`config.mk`:
```
export PLATFORM = sky130hd
export DESIGN_NAME = caxi4interconnect_cdc_wr_arb
export DESIGN_NICKNAME = d
export VERILOG_FILES = /design/src/rtl/caxi4interconnect_cdc_pkg.sv /design/src/rtl/caxi4interconnect_rr_pick.sv /design/src/rtl/caxi4interconnect_cdc_wr_arb.sv
export SDC_FILE = /design/constraint.sdc
export NUM_CORES = 1
export LEC_CHECK = 0
export BUFFER_PORTS_ARGS = -buffer_cell sky130_fd_sc_hd__buf_2
export CAP_MARGIN = 20
export CORE_AREA = 5 5 71 73
export DETAILED_ROUTE_END_ITERATION = 6
export DIE_AREA = 0 0 76 78
export PLACE_DENSITY = 0.87
export REMOVE_ABC_BUFFERS = 1
export SYNTH_ARGS = -nofsm -noshare
export SYNTH_HDL_FRONTEND = slang
export SYNTH_HIERARCHICAL = 1
export SYNTH_SLANG_ARGS = --single-unit
```
`constraint.sdc`:
```
create_clock -name clk -period 2.7 [get_ports clk]
set_input_delay 0.27 -clock clk [delete_from_list [all_inputs] [get_ports clk]]
set_output_delay 0.27 -clock clk [all_outputs]
set_load 0.005 [all_outputs]
```
`src/rtl/caxi4interconnect_cdc_pkg.sv`:
```
// Shared definitions for the CDC write/read arbiters of the AXI4 interconnect.
// Holds the arbiter state encoding, the requester-count ceiling and a clog2
// helper used to validate index-width parameters at elaboration.
package caxi4interconnect_cdc_pkg;

  localparam int NUM_REQ_MAX = 8;

  // Arbiter state encoding; the state register doubles as the `locked` output.
  localparam logic ST_IDLE   = 1'b0;
  localparam logic ST_LOCKED = 1'b1;

  // Ceiling log2, evaluated on parameters only.
  function automatic int clog2(input int value);
    int res;
    res = 0;
    for (int i = 0; i < 31; i++) begin
      if ((1 << i) < value) res = i + 1;
    end
    return res;
  endfunction

endpackage

```
`src/rtl/caxi4interconnect_rr_pick.sv`:
```
// Combinational round-robin search: first set bit of `req` at or after `start`,
// wrapping modulo NUM_REQ (NUM_REQ need not be a power of two).
// Ports: req (request vector), start (search origin), winner (index), any (some request).
module caxi4interconnect_rr_pick #(
  parameter int NUM_REQ = 4,
  parameter int IDX_W   = 2
) (
  input  logic [NUM_REQ-1:0] req,
  input  logic [IDX_W-1:0]   start,
  output logic [IDX_W-1:0]   winner,
  output logic               any
);

  localparam logic [IDX_W:0] NUM_REQ_W = (IDX_W + 1)'(NUM_REQ);

  logic [2*NUM_REQ-1:0] req_dbl;
  logic [NUM_REQ-1:0]   req_rot;
  logic [IDX_W:0]       sum;

  // Rotating a doubled copy puts the requester at `start` in bit 0.
  assign req_dbl = {req, req};
  assign req_rot = req_dbl[NUM_REQ-1:0] == '0 ? '0 : NUM_REQ'(req_dbl >> start);

  always_comb begin
    winner = '0;
    any    = 1'b0;
    sum    = '0;
    // Scan downward so the lowest rotated offset is the one that sticks.
    for (int k = NUM_REQ - 1; k >= 0; k--) begin
      if (req_rot[k]) begin
        sum = {1'b0, start} + (IDX_W + 1)'(k);
        if (sum >= NUM_REQ_W) sum = sum - NUM_REQ_W;
        winner = sum[IDX_W-1:0];
        any    = 1'b1;
      end
    end
  end

endmodule

```
`src/rtl/caxi4interconnect_cdc_wr_arb.sv`:
```
// Round-robin arbiter sharing the CDC FIFO write port among NUM_REQ requesters;
// zero-latency request->infoIn and readyForInfo->reqReady, grant held per packet.
// Ports: reqValid/reqLast/reqData/reqReady (requesters), readyForInfo/infoInValid/
// infoIn (FIFO write side), grantIdx (owner or winner), locked (packet in progress).
// Optional macro CAXI4INTERCONNECT_CDC_WRARB_PKTLOCK_EN enables packet locking;
// without it every accepted beat is treated as last and arbitration runs per beat.
module caxi4interconnect_cdc_wr_arb
  import caxi4interconnect_cdc_pkg::*;
#(
  parameter int NUM_REQ    = 4,
  parameter int DATA_WIDTH = 32,
  parameter int IDX_W      = 2
) (
  input  logic                          clk,
  input  logic                          rst,
  input  logic [NUM_REQ-1:0]            reqValid,
  input  logic [NUM_REQ-1:0]            reqLast,
  input  logic [NUM_REQ*DATA_WIDTH-1:0] reqData,
  output logic [NUM_REQ-1:0]            reqReady,
  input  logic                          readyForInfo,
  output logic                          infoInValid,
  output logic [DATA_WIDTH-1:0]         infoIn,
  output logic [IDX_W-1:0]              grantIdx,
  output logic                          locked
);

  if (NUM_REQ < 2 || NUM_REQ > NUM_REQ_MAX || IDX_W != clog2(NUM_REQ)) begin : g_param_chk
    $error("caxi4interconnect_cdc_wr_arb: illegal NUM_REQ/IDX_W combination");
  end

  function automatic logic [IDX_W-1:0] ptr_inc(input logic [IDX_W-1:0] p);
    if (p == IDX_W'(NUM_REQ - 1)) return '0;
    return p + IDX_W'(1);
  endfunction

  logic [IDX_W-1:0]      rr_ptr_q, rr_ptr_d;
  logic [IDX_W-1:0]      grant_q;
  logic [IDX_W-1:0]      pick_idx;
  logic                  pick_any;
  logic [IDX_W-1:0]      grant_int;
  logic                  vld_int;
  logic                  accept;
  logic                  grant_last;
  logic [DATA_WIDTH-1:0] mux_dat;

  caxi4interconnect_rr_pick #(
    .NUM_REQ (NUM_REQ),
    .IDX_W   (IDX_W)
  ) u_pick (
    .req    (reqValid),
    .start  (rr_ptr_q),
    .winner (pick_idx),
    .any    (pick_any)
  );

  // Selects done by compare loops so an index never runs past NUM_REQ-1.
  always_comb begin
    mux_dat    = '0;
    grant_last = 1'b0;
    for (int i = 0; i < NUM_REQ; i++) begin
      if (grant_int == IDX_W'(i)) begin
        mux_dat    = reqData[i*DATA_WIDTH +: DATA_WIDTH];
        grant_last = reqLast[i];
      end
    end
  end

  assign accept = vld_int & readyForInfo;

`ifdef CAXI4INTERCONNECT_CDC_WRARB_PKTLOCK_EN
  logic             state_q, state_d;
  logic [IDX_W-1:0] owner_q, owner_d;
  logic             owner_vld;

  // State register.
  always_ff @(posedge clk) begin
    if (rst) begin
      state_q  <= ST_IDLE;
      owner_q  <= '0;
      rr_ptr_q <= '0;
      grant_q  <= '0;
    end else begin
      state_q  <= state_d;
      owner_q  <= owner_d;
      rr_ptr_q <= rr_ptr_d;
      grant_q  <= grant_int;
    end
  end

  // Next-state logic. Opening a packet does not move the pointer; closing it
  // advances past the owner (grant_int equals owner while locked).
  always_comb begin
    state_d  = state_q;
    owner_d  = owner_q;
    rr_ptr_d = rr_ptr_q;
    if (accept) begin
      if (grant_last) begin
        state_d  = ST_IDLE;
        rr_ptr_d = ptr_inc(grant_int);
      end else if (state_q == ST_IDLE) begin
        state_d = ST_LOCKED;
        owner_d = grant_int;
      end
    end
  end

  always_comb begin
    owner_vld = 1'b0;
    for (int i = 0; i < NUM_REQ; i++) begin
      if (owner_q == IDX_W'(i)) owner_vld = reqValid[i];
    end
  end

  // Output logic: owner only while locked, search winner otherwise; with no
  // request the previous grant index is held.
  always_comb begin
    grant_int = grant_q;
    vld_int   = 1'b0;
    if (state_q == ST_LOCKED) begin
      grant_int = owner_q;
      vld_int   = owner_vld;
    end else if (pick_any) begin
      grant_int = pick_idx;
      vld_int   = 1'b1;
    end
  end

  assign locked = (state_q == ST_LOCKED) & ~rst;
`else
  logic unused_last;

  always_ff @(posedge clk) begin
    if (rst) begin
      rr_ptr_q <= '0;
      grant_q  <= '0;
    end else begin
      rr_ptr_q <= rr_ptr_d;
      grant_q  <= grant_int;
    end
  end

  // Every accepted beat closes its "packet", so the pointer moves per beat.
  always_comb begin
    rr_ptr_d = rr_ptr_q;
    if (accept) rr_ptr_d = ptr_inc(grant_int);
  end

  always_comb begin
    grant_int = grant_q;
    vld_int   = 1'b0;
    if (pick_any) begin
      grant_int = pick_idx;
      vld_int   = 1'b1;
    end
  end

  assign unused_last = ^reqLast ^ grant_last;
  assign locked      = 1'b0;
`endif

  // Ready decode; every output is forced low while reset is asserted.
  always_comb begin
    reqReady = '0;
    for (int i = 0; i < NUM_REQ; i++) begin
      if (!rst && accept && grant_int == IDX_W'(i)) reqReady[i] = 1'b1;
    end
  end

  assign infoInValid = vld_int & ~rst;
  assign infoIn      = rst ? '0 : mux_dat;
  assign grantIdx    = rst ? '0 : grant_int;

endmodule

```
==> results.md <==
* Detail Route Antenna Nets at 0
* Leak at 1.213 nW
* Initial antenna violation count at 0
* Avg Cell Area, Syn at about 6.3 µm²
* Reg area at between 80 and 90 µm²
* Sw Ratio at a little over two fifths
* Multi-input gate area at approximately 1100 µm²
* Drt wl/cell at approximately 16 µm
* Setup TNS at 0 ns
* CTS tree: yes
* Clk_lat worst skew at around 0.22 ns
* Die W at 76 µm
* Fmax at between 300 and 400 MHz
* Switching power total at 400.6 µW
* Fin crit share at between 90 and 100%
* Required @ worst endpoint at roughly 2.4 ns
* All-Layer GR Usage at approximately 20%
* Max-cap viol count at 0
* Int Pwr at around 530 µW
* Core area at between 4000 and 5000 µm²
* Antenna diode count at 0
* Sequential area share after synthesis at ~6.5%
* Clock Power Share at between 10% and 20%
* I/O Buffers at 173
* # clock sinks at 4
* DR DRC count at 0
* Crit path max fanout at 17
* DP Area at 2125 µm²
* Largest stage delay on the critical path at around 0.34 ns
* Synth warn at 6
* Die area at 5928 µm²
* Nets at 514
* Reg clk slew, reported paths at 0.03 ns
* Crit path launch type: flop
* Logic pwr share at between 70 and 80%
* Initial drt markers at around 160
* Power density cells at approximately 400 nW/µm²
* Final wirelength at between 6000 and 7000 µm
* Final Power at 931.6 µW
* Vias at 2252
* Peak VDD IR at approximately 0.00027 V
* Period minus WS final at 2.630 ns
* Unrepaired setup endpoints after global routing: true
* Via-per-instance ratio at approximately 5.3
* Grt ovf at 0
* Setup violations, final at 0
* Max Slew Vio Count at 0
* First-pass GRT wire length at 10120 µm
* Area growth, synth to finish at 90.24%
* FF+latch count, synth at 4
* Fillcell total at approximately 410
* Cell count after synthesis at about 200
* Layout cells sized above 1 at between 50% and 60%
* IO Pins at 179
* Critical-path top delay cell: a221oi_1
* Initial Utilization at between 20% and 30%
* Die Y-Extent at roughly 80 µm
* GPL Wtd Cong at ~0.83
* CTS root buffer: clkbuf_8
* Initial DRT Pass Iterations at 4
* Min-delay worst type: input port to flop
* Vias in the first global route at 2183
* Min Hold Slack at 0.3705 ns
* Kind of critical path: flop to output port
* CTS H-tree depth at 1
* Worst Setup End Kind: output port
* CP Cell Sequence: o221ai_1 > a21oi_2 > mux2i_2 > inv_2 > ha_4 > buf_4 > clkbuf_16 > a221oi_1 > o21ai_1 > buf_2
* Largest net degree at the start of global routing at 35
* Site row count at 24
* Synthesized cell area at between 1000 and 1500 µm²
* Finished Core Util at a little over half
* Max clock buf depth at 2
* Final instance area at around 2300 µm²
* Synth unique cells at 25
* Seq pwr share at a little under 8%
* Final Hold Viols at 0
* Cts bufs inserted at 3
* WP data arrival at ~2.4 ns
* Status: finished, final reports clean
* HPWL Detailed at ~4900 µm
* Final setup skew at around 0.0011 ns
==> synth_stat cells <==
cell type | number | area share (%)
o221ai_1 | 1 | 0.71
nand2_1 | 33 | 10
dfxtp_1 | 4 | 6.5
o21ai_1 | 61 | 25
nor2b_4 | 2 | 2.2
ha_1 | 4 | 4.1
nand2b_1 | 1 | 0.51
nor2b_1 | 2 | 1.0
buf_6 | 4 | 3.7
a221oi_2 | 2 | 2.4
conb_1 | 1 | 0.30
buf_4 | 2 | 1.2
a221o_1 | 1 | 0.81
mux2i_1 | 3 | 2.4
o21ai_0 | 4 | 1.6
a221oi_1 | 30 | 21
and3_1 | 4 | 2.0
inv_1 | 8 | 2.4
nand3_1 | 2 | 0.81
clkbuf_1 | 2 | 0.61
nor2_1 | 5 | 1.5
buf_2 | 13 | 5.3
a21oi_1 | 5 | 2.0
nand3b_1 | 1 | 0.61
nor2_4 | 1 | 0.91
==> critical path: cells and delay by family (launching register included) <==
kind | cells | cell delay, ns
adder cells (fa/ha/maj) | 1 | 0.21
multiplexers | 1 | 0.29
flip-flops | 1 | 0.33
buffers and inverters | 4 | 0.55
AO/OA/AOI/OAI | 4 | 0.76
==> cells in the final DEF (no fill, tap or decap), drive strengths merged <==
| cell type | count |
|---|---|
| dfxtp | 4 |
| ha | 4 |
| a21oi | 5 |
| buf | 189 |
| o221ai | 1 |
| nand2 | 33 |
| and3 | 4 |
| nand3b | 1 |
| a221oi | 32 |
| o21ai | 65 |
| clkbuf | 4 |
| inv | 8 |
| mux2i | 3 |
| a221o | 1 |
| nand3 | 2 |
| nor2 | 6 |
| nand2b | 1 |
| nor2b | 5 |
| conb | 1 |
==> cells by family (layout without fill, tap and decap cells) <==
logic type	Yosys count	after routing	synth area share, %
compound gates	104	104	53.76
mux	3	3	2.439
fa+ha+maj	4	4	4.065
flops	4	4	6.504
simple gates	51	52	19.72
other cells	1	1	0.3046
buf+inv	29	201	13.21
==> path summary, 6_finish.rpt <==
| check | slack, ns | cells after the start | end | from |
|---|---|---|---|---|
| max | 0.07 | 10 | infoIn[19] | rr_ptr_q[0]$_SDFFE_PP0N_ |
| min | 0.37 | 2 | rr_ptr_q[0]$_SDFFE_PP0N_ | rst |
| max reg2reg | 0.96 | 9 | rr_ptr_q[0]$_SDFFE_PP0N_ | rr_ptr_q[0]$_SDFFE_PP0N_ |
| min reg2reg | 0.51 | 2 | rr_ptr_q[1]$_SDFFE_PP0N_ | rr_ptr_q[1]$_SDFFE_PP0N_ |
==> timing repair <==
action | CTS | global route
gates resized for setup | 10 | 9
cloned | 1 | 1
buffers inserted | 3 | 2
setup endpoints to repair | 32 | 32
pin swaps | 0 | 2
hold buffers | 0 | 0
==> state kept, by name, indices dropped and copies added (netlist names) <==
name,flops
grant_q,2
rr_ptr_q,2
==> per-layer routing <==
layer,global-route usage [%],part of all wire [%],vias to the layer above
met1,22.02,38,1042
li1,-,-,1090
met4,6.406,0.86,0
met3,4.167,8.6,8
met2,37.93,52,112
met5,0,0,-
==> stage by stage <==
stage	cells	setup WS, ns
after floorplan	175	-0.08794
after global placement	411	-0.06477
after detailed placement	411	-0.1558
after CTS	418	0.006152
after global routing	421	-0.007662
final	421	0.07001
==> power groups by stage <==
stage | Sequential (mW) | Combinational, mW | Clock [mW]
2_1_floorplan | 0.0702 | 0.317 | 0
3_3_place_gp | 0.0712 | 0.594 | 0
3_5_place_dp | 0.0723 | 0.612 | 0
4_1_cts | 0.0720 | 0.677 | 0.131
5_1_grt | 0.0740 | 0.803 | 0.137
6_report | 0.0732 | 0.731 | 0.127
==> cell type report <==
class / count / area share (%)
Inverter: 8 / 1.282
Sequential cell: 4 / 3.526
Timing Repair Buffer: 190 / 45.30
Multi-Input combinational cell: 164 / 45.35
Clock buffer: 3 / 1.763
Tap cell: 52 / 2.778
Note: power is estimated with default switching activity, not from simulation.
